<file path="src/rtl/imgproc_pkg.sv">
// Shared image-processing constants: Q11 fixed point, ratio saturation,
// quadrant sideband layout and arctan stage latency.
package imgproc_pkg;

    localparam int ONE_Q11    = 2048;
    localparam int RATIO_SAT  = 131071;
    localparam int ARCTAN_LAT = 36;

    localparam int SIDE_W   = 4;
    localparam int SIDE_SX  = 3;
    localparam int SIDE_SY  = 2;
    localparam int SIDE_GXZ = 1;
    localparam int SIDE_GYZ = 0;

    typedef logic [SIDE_W-1:0] side_t;

endpackage

</file>
<file path="src/rtl/delay_line.sv">
// Plain register shift chain, DEPTH stages of W bits, synchronous active-low reset.
module delay_line #(
    parameter int W     = 1,
    parameter int DEPTH = 1
) (
    input  logic         clk,
    input  logic         rst,
    input  logic [W-1:0] d,
    output logic [W-1:0] q
);

    logic [W-1:0] pipe [DEPTH];

    always_ff @(posedge clk) begin
        if (!rst) begin
            for (int unsigned i = 0; i < DEPTH; i++) begin
                pipe[i] <= '0;
            end
        end else begin
            pipe[0] <= d;
            for (int unsigned i = 1; i < DEPTH; i++) begin
                pipe[i] <= pipe[i-1];
            end
        end
    end

    assign q = pipe[DEPTH-1];

endmodule

</file>
<file path="src/rtl/grad_ratio.sv">
// Sobel gradients to saturated Q11 slope |gy|/|gx| via a fully pipelined restoring
// divider, with quadrant sidebands delayed to line up with the arctan output.
module grad_ratio #(
    parameter int GW        = 11,
    parameter int FRAC      = 11,
    parameter int OW        = 18,
    parameter int RATIO_SAT = imgproc_pkg::RATIO_SAT,
    parameter int SIDE_DLY  = imgproc_pkg::ARCTAN_LAT
) (
    input  logic                            clk,
    input  logic                            rst,
    input  logic                            valid_i,
    input  logic signed [GW-1:0]            gx_i,
    input  logic signed [GW-1:0]            gy_i,
    output logic                            valid_o,
    output logic signed [OW-1:0]            ratio_o,
    output logic                            side_vld_o,
    output logic [imgproc_pkg::SIDE_W-1:0]  side_o
);

    import imgproc_pkg::*;

    localparam int N = GW - 1 + FRAC;
    localparam logic [OW-1:0] SAT_OUT = OW'(RATIO_SAT);

    logic [GW-1:0] abs_gx;
    logic [GW-1:0] abs_gy;

    assign abs_gx = gx_i[GW-1] ? (~gx_i + 1'b1) : gx_i;
    assign abs_gy = gy_i[GW-1] ? (~gy_i + 1'b1) : gy_i;

    // Index 0 is the input stage; the numerator is held pre-shifted and shares its
    // register with the quotient: each divider stage consumes the MSB and shifts a q bit in.
    logic [GW-1:0] rem_q  [N+1];
    logic [N-1:0]  nq_q   [N+1];
    logic [GW-1:0] ax_q   [N+1];
    logic          vld_q  [N+1];
    side_t         side_q [N+1];

    logic [GW-1:0] rem_d  [N];
    logic [N-1:0]  nq_d   [N];

    always_comb begin : div_step
        logic [GW:0] trial;
        logic        take;
        trial = '0;
        take  = 1'b0;
        for (int unsigned i = 0; i < N; i++) begin
            trial    = {rem_q[i], nq_q[i][N-1]};
            take     = (trial >= {1'b0, ax_q[i]});
            rem_d[i] = take ? (trial[GW-1:0] - ax_q[i]) : trial[GW-1:0];
            nq_d[i]  = {nq_q[i][N-2:0], take};
        end
    end

    always_ff @(posedge clk) begin
        if (!rst) begin
            for (int unsigned i = 0; i <= N; i++) begin
                rem_q[i]  <= '0;
                nq_q[i]   <= '0;
                ax_q[i]   <= '0;
                vld_q[i]  <= 1'b0;
                side_q[i] <= '0;
            end
        end else begin
            rem_q[0]  <= '0;
            nq_q[0]   <= N'({abs_gy, {FRAC{1'b0}}});
            ax_q[0]   <= abs_gx;
            vld_q[0]  <= valid_i;
            side_q[0] <= {gx_i[GW-1], gy_i[GW-1], gx_i == '0, gy_i == '0};
            for (int unsigned i = 0; i < N; i++) begin
                rem_q[i+1]  <= rem_d[i];
                nq_q[i+1]   <= nq_d[i];
                ax_q[i+1]   <= ax_q[i];
                vld_q[i+1]  <= vld_q[i];
                side_q[i+1] <= side_q[i];
            end
        end
    end

    side_t side_r;

    // The divider's own result for ax==0 is meaningless; the zero flags decide instead.
    always_ff @(posedge clk) begin
        if (!rst) begin
            valid_o <= 1'b0;
            ratio_o <= '0;
            side_r  <= '0;
        end else begin
            valid_o <= vld_q[N];
            side_r  <= side_q[N];
            if (side_q[N][SIDE_GXZ]) begin
                ratio_o <= side_q[N][SIDE_GYZ] ? '0 : $signed(SAT_OUT);
            end else if (nq_q[N] > N'(RATIO_SAT)) begin
                ratio_o <= $signed(SAT_OUT);
            end else begin
                ratio_o <= $signed(nq_q[N][OW-1:0]);
            end
        end
    end

    delay_line #(
        .W     (SIDE_W + 1),
        .DEPTH (SIDE_DLY)
    ) u_side_dly (
        .clk (clk),
        .rst (rst),
        .d   ({valid_o, side_r}),
        .q   ({side_vld_o, side_o})
    );

endmodule

</file>
<file path="config.mk">
export PLATFORM = sky130hd
export DESIGN_NAME = grad_ratio
export DESIGN_NICKNAME = d
export VERILOG_FILES = /design/src/rtl/imgproc_pkg.sv /design/src/rtl/delay_line.sv /design/src/rtl/grad_ratio.sv
export SDC_FILE = /design/constraint.sdc
export NUM_CORES = 2
export LEC_CHECK = 0
export CAP_MARGIN = 20
export CORE_MARGIN = 4
export CORE_UTILIZATION = 30
export CTS_BUF_LIST = sky130_fd_sc_hd__clkbuf_16
export DETAILED_ROUTE_END_ITERATION = 10
export PLACE_DENSITY = 0.55
export SETUP_SLACK_MARGIN = 0.5
export SLEW_MARGIN = 15
export SYNTH_ARGS = -nofsm -noshare
export SYNTH_HDL_FRONTEND = slang
export SYNTH_SLANG_ARGS = --single-unit
</file>
<file path="constraint.sdc">
create_clock -name clk -period 7.8 [get_ports clk]
set_clock_uncertainty 0.2 [all_clocks]
set_input_delay 1.56 -clock clk [delete_from_list [all_inputs] [get_ports clk]]
set_output_delay 1.56 -clock clk [all_outputs]
set_load 0.005 [all_outputs]
</file>
==> flow_results.xml <==
<?xml version="1.0" encoding="UTF-8"?>
<metrics>
  <group name="status">
    <metric name="result_of_the_run" unit="">finished clean</metric>
  </group>
  <group name="route">
    <metric name="drt-vias-per-instance" unit="">4.29</metric>
    <metric name="dr_total_vias" unit="">25600</metric>
    <metric name="wirelength" unit="um">68900</metric>
    <metric name="dr.pass1.iters" unit="">5</metric>
    <metric name="drt_drc_violations_left" unit="">0</metric>
    <metric name="detailedRoute.firstIterationViolations" unit="">1215</metric>
    <metric name="routedWlPerCell" unit="um">11.5</metric>
    <metric name="detail-route-antenna-nets" unit="">0</metric>
  </group>
  <group name="global_routing">
    <metric name="grt_first_pass_wirelength" unit="um">117000</metric>
    <metric name="first_global_vias" unit="">24300</metric>
    <metric name="grt_max_degree" unit="">244</metric>
    <metric name="gr-usage-all-layers" unit="%">9.62</metric>
    <metric name="global_route.overflow_total" unit="">0</metric>
    <metric name="antenna_found_initial" unit="">2</metric>
  </group>
  <group name="synth">
    <metric name="synth_area_leaders" unit="">sky130_fd_sc_hd__dfxtp_1 52%, sky130_fd_sc_hd__and2_1 9.1%, sky130_fd_sc_hd__ha_1 6.9%, sky130_fd_sc_hd__nor2_1 4.8%, sky130_fd_sc_hd__mux2i_1 3.1%</metric>
    <metric name="post_synth_fa_ha_maj_area_fraction" unit="%">7.86</metric>
    <metric name="synth-compound-area-share" unit="%">10.8</metric>
    <metric name="number_of_synthesized_register_bits" unit="">1050</metric>
    <metric name="yosys.area_share.xor_xnor" unit="%">3.10</metric>
    <metric name="synth-seq-area-share" unit="%">52.1</metric>
    <metric name="yosysWarningCount" unit="">0</metric>
    <metric name="syn-cell-area" unit="um2">40300</metric>
    <metric name="synth_top_cell_area_share" unit="%">52.1</metric>
    <metric name="syn_nets" unit="">4374</metric>
    <metric name="synth_area_per_cell" unit="um2">9.82</metric>
    <metric name="synth_simple_gate_area_share" unit="%">18.1</metric>
    <metric name="mux_share_of_post_synthesis_cell_area" unit="%">3.10</metric>
    <metric name="ys_async_sr_fraction" unit="%">0</metric>
    <metric name="synth_cell_type_count" unit="">65</metric>
    <metric name="dominantRegCellSynth" unit="">sky130_fd_sc_hd__dfxtp_1</metric>
    <metric name="synth_top_family_by_area" unit="">simple AND/OR/NAND/NOR gates</metric>
    <metric name="synth_largest_area_cell" unit="">sky130_fd_sc_hd__dfxtp_1</metric>
    <metric name="synth-edff-count" unit="">0</metric>
    <metric name="post_synthesis_cell_count" unit="">4107</metric>
  </group>
  <group name="worst_setup_path">
    <metric name="slowest_delay" unit="ns">0.61</metric>
    <metric name="cp-start-kind" unit="">flop</metric>
    <metric name="worstSetupEndpointType" unit="">output port</metric>
    <metric name="worst_ep_required_time" unit="ns">6.04</metric>
    <metric name="worstPathMaxFanout" unit="">1</metric>
    <metric name="timing.critical_path.cells" unit="">clkdlybuf4s50_1</metric>
    <metric name="critical_path_arrival" unit="ns">1.71</metric>
    <metric name="crit_path_top_delay_cell" unit="">sky130_fd_sc_hd__clkdlybuf4s50_1</metric>
    <metric name="cp_top_family" unit="">buffers and inverters</metric>
    <metric name="critical_path.n_buffers_inverters" unit="">1</metric>
    <metric name="critical_setup_path_kind" unit="">reg -&gt; out</metric>
  </group>
  <group name="layout">
    <metric name="syn2layout_area_growth" unit="%">13.4</metric>
    <metric name="finalInstanceArea" unit="um2">45700</metric>
    <metric name="layout.filler_cells" unit="">13600</metric>
    <metric name="antenna_cells_inserted" unit="">0</metric>
    <metric name="layout.cells.most_common_list" unit="">1050 x sky130_fd_sc_hd__dfxtp_1, 584 x sky130_fd_sc_hd__and2_1, 521 x sky130_fd_sc_hd__nor2_1</metric>
    <metric name="layout-drive-gt1-share" unit="%">5.05</metric>
    <metric name="finalNetCount" unit="">4384</metric>
    <metric name="layout.cells.most_common" unit="">sky130_fd_sc_hd__dfxtp_1</metric>
    <metric name="final_core_util" unit="%">34.3</metric>
  </group>
  <group name="floorplanning">
    <metric name="std_cell_rows" unit="">134</metric>
    <metric name="floorplan.io_pins" unit="">49</metric>
    <metric name="initial_core_util" unit="%">30.2</metric>
    <metric name="floorplan.core_area" unit="um2">133000</metric>
    <metric name="chip_width" unit="um">375</metric>
    <metric name="die_h" unit="um">375</metric>
    <metric name="die_area" unit="um2">140000</metric>
  </group>
  <group name="cts">
    <metric name="clk_latency" unit="ns">0.72</metric>
    <metric name="cts_root_buf" unit="">sky130_fd_sc_hd__clkbuf_16</metric>
    <metric name="tritoncts_clock_tree" unit="">built</metric>
    <metric name="cts.clk_slew.worst_paths" unit="ns">0.06</metric>
    <metric name="cts_hold_buffers" unit="">0</metric>
    <metric name="clock_path_buffers" unit="">3</metric>
    <metric name="cts_htree_levels" unit="">3</metric>
    <metric name="cts-resized-gates" unit="">0</metric>
    <metric name="cts_setup_buffers" unit="">0</metric>
    <metric name="numClockSinks" unit="">1050</metric>
    <metric name="tritoncts.num_buffers" unit="">109</metric>
  </group>
  <group name="sta">
    <metric name="finalSetupViolCount" unit="">0</metric>
    <metric name="timing_hold_violations_final" unit="">0</metric>
    <metric name="final_max_slew_viol_count" unit="">0</metric>
    <metric name="period_share" unit="%">44.5</metric>
    <metric name="max_freq" unit="GHz">0.288</metric>
    <metric name="worst-slew-pin-transition" unit="ns">1.00</metric>
    <metric name="setup_tns" unit="ns">0</metric>
    <metric name="finalCriticalPeriod" unit="ns">3.47</metric>
    <metric name="setup_repair_after_global_routing_missed_its_margin" unit="">false</metric>
    <metric name="maxSlewHeadroom" unit="%">33.3</metric>
  </group>
  <group name="placed_design">
    <metric name="port_buffers" unit="">48</metric>
    <metric name="detailed_placer_s_ending_hpwl" unit="um">46200</metric>
    <metric name="dpl_cell_area" unit="um2">42300</metric>
    <metric name="gp_congestion" unit="">0.832</metric>
  </group>
  <group name="power">
    <metric name="lkg_pwr" unit="nW">18.9</metric>
    <metric name="power.density_cell_area" unit="nW/um2">367</metric>
    <metric name="vdd.ir_drop.worst" unit="V">0.000202</metric>
  </group>
  <group name="run">
    <metric name="maximum_capacitance_violations" unit="">0</metric>
  </group>
  <group name="hold_path">
    <metric name="min-delay-path-class" unit="">reg -&gt; reg</metric>
  </group>
</metrics>
[sequential cells by signal, indices dropped and copies added, names as in the netlist]
signal	cells
nq_q	286
rem_q	220
side_r	4
ratio_o	18
side_q	88
u_side_dly.pipe	180
valid_o	1
vld_q	22
ax_q	231
[metrics by stage]
stage | std cells | worst slack [ns] | power (mW) | hold WS [ns]
finish | 5969 | 4.33 | 16.8 | 0.207
global route | 5969 | 4.21 | 17.9 | 0.218
CTS | 5969 | 4.17 | 17.0 | 0.205
detailed placement | 5774 | 3.89 | 11.9 | 0.217
global placement | 5774 | 3.88 | 11.9 | 0.213
floorplan | 4107 | 5.01 | 11.0 | 0.212
[cell families after synthesis]
group | count (synthesis)
AND/OR/NAND/NOR | 1435
flip-flops | 1050
AO/OA/AOI/OAI | 652
buffers and inverters | 459
adder cells (fa/ha/maj) | 242
XOR/XNOR | 143
multiplexers | 125
other | 1
[worst paths after layout]
check | start | end | slack [ns] | cells after the start
max | ratio_o[16] | ratio_o[16] | 4.33 | 1
min | u_side_dly.pipe[23][4] | u_side_dly.pipe[24][4] | 0.21 | 1
max reg2reg | nq_q[0][146] | rem_q[0][78] | 4.63 | 10
min reg2reg | u_side_dly.pipe[23][4] | u_side_dly.pipe[24][4] | 0.21 | 1
[final cells by class]
class                      instances  area, um2  area share (%)
clock buffer                     109       2730            5.96
clock inverter                    86        728            1.59
inverter                         299       1130            2.47
multi-input combinational       2598      17300            37.9
sequential                      1050      21000            46.0
tap                             1768       2210            4.84
timing repair buffer              59        581            1.27
[cell usage after synthesis, types with 6 or more instances]
master and n:
sky130_fd_sc_hd__a211o_1 7, sky130_fd_sc_hd__clkbuf_1 117, sky130_fd_sc_hd__or3_1 8, sky130_fd_sc_hd__xor2_1 45
sky130_fd_sc_hd__o31ai_1 14, sky130_fd_sc_hd__o2111ai_1 8, sky130_fd_sc_hd__o21ai_0 103, sky130_fd_sc_hd__buf_2 9
sky130_fd_sc_hd__nand4_1 24, sky130_fd_sc_hd__o22ai_1 16, sky130_fd_sc_hd__inv_1 298, sky130_fd_sc_hd__a211oi_1 38
sky130_fd_sc_hd__a21o_1 41, sky130_fd_sc_hd__a21oi_2 8, sky130_fd_sc_hd__o21ai_1 17, sky130_fd_sc_hd__fa_1 19
sky130_fd_sc_hd__nand3b_1 6, sky130_fd_sc_hd__nor2_1 521, sky130_fd_sc_hd__nand2_1 132, sky130_fd_sc_hd__nor4_1 11
sky130_fd_sc_hd__nor4b_1 7, sky130_fd_sc_hd__a21oi_1 174, sky130_fd_sc_hd__nand2b_1 15, sky130_fd_sc_hd__o31a_1 17
sky130_fd_sc_hd__dfxtp_1 1050, sky130_fd_sc_hd__a31oi_1 35, sky130_fd_sc_hd__and2_1 584, sky130_fd_sc_hd__a32oi_1 6
sky130_fd_sc_hd__o21bai_1 28, sky130_fd_sc_hd__o21ai_2 7, sky130_fd_sc_hd__nor2b_1 33, sky130_fd_sc_hd__o211ai_1 13
sky130_fd_sc_hd__mux2i_1 125, sky130_fd_sc_hd__o21a_1 59, sky130_fd_sc_hd__buf_6 32, sky130_fd_sc_hd__and3_1 12
sky130_fd_sc_hd__nor3_1 24, sky130_fd_sc_hd__xnor2_1 98, sky130_fd_sc_hd__a21boi_0 9, sky130_fd_sc_hd__a211oi_2 17
sky130_fd_sc_hd__nand3_1 41, sky130_fd_sc_hd__ha_1 223
[layer usage]
metal,global-route usage [%],vias to the layer above,part of all wire (%)
met3,1.94,151,3.6
met4,3.24,0,2.9
li1,-,13600,-
met5,0,-,0
met1,13.1,11600,50
met2,15.2,301,43
[power by group]
part,switching [mW],total [mW],leakage (nW),internal [mW]
logic,3.24,5.79,8.66,2.55
clock network,2.15,4.94,1.75,2.79
registers,0.204,6.04,8.51,5.84
Power figures use the tool's default switching activity.
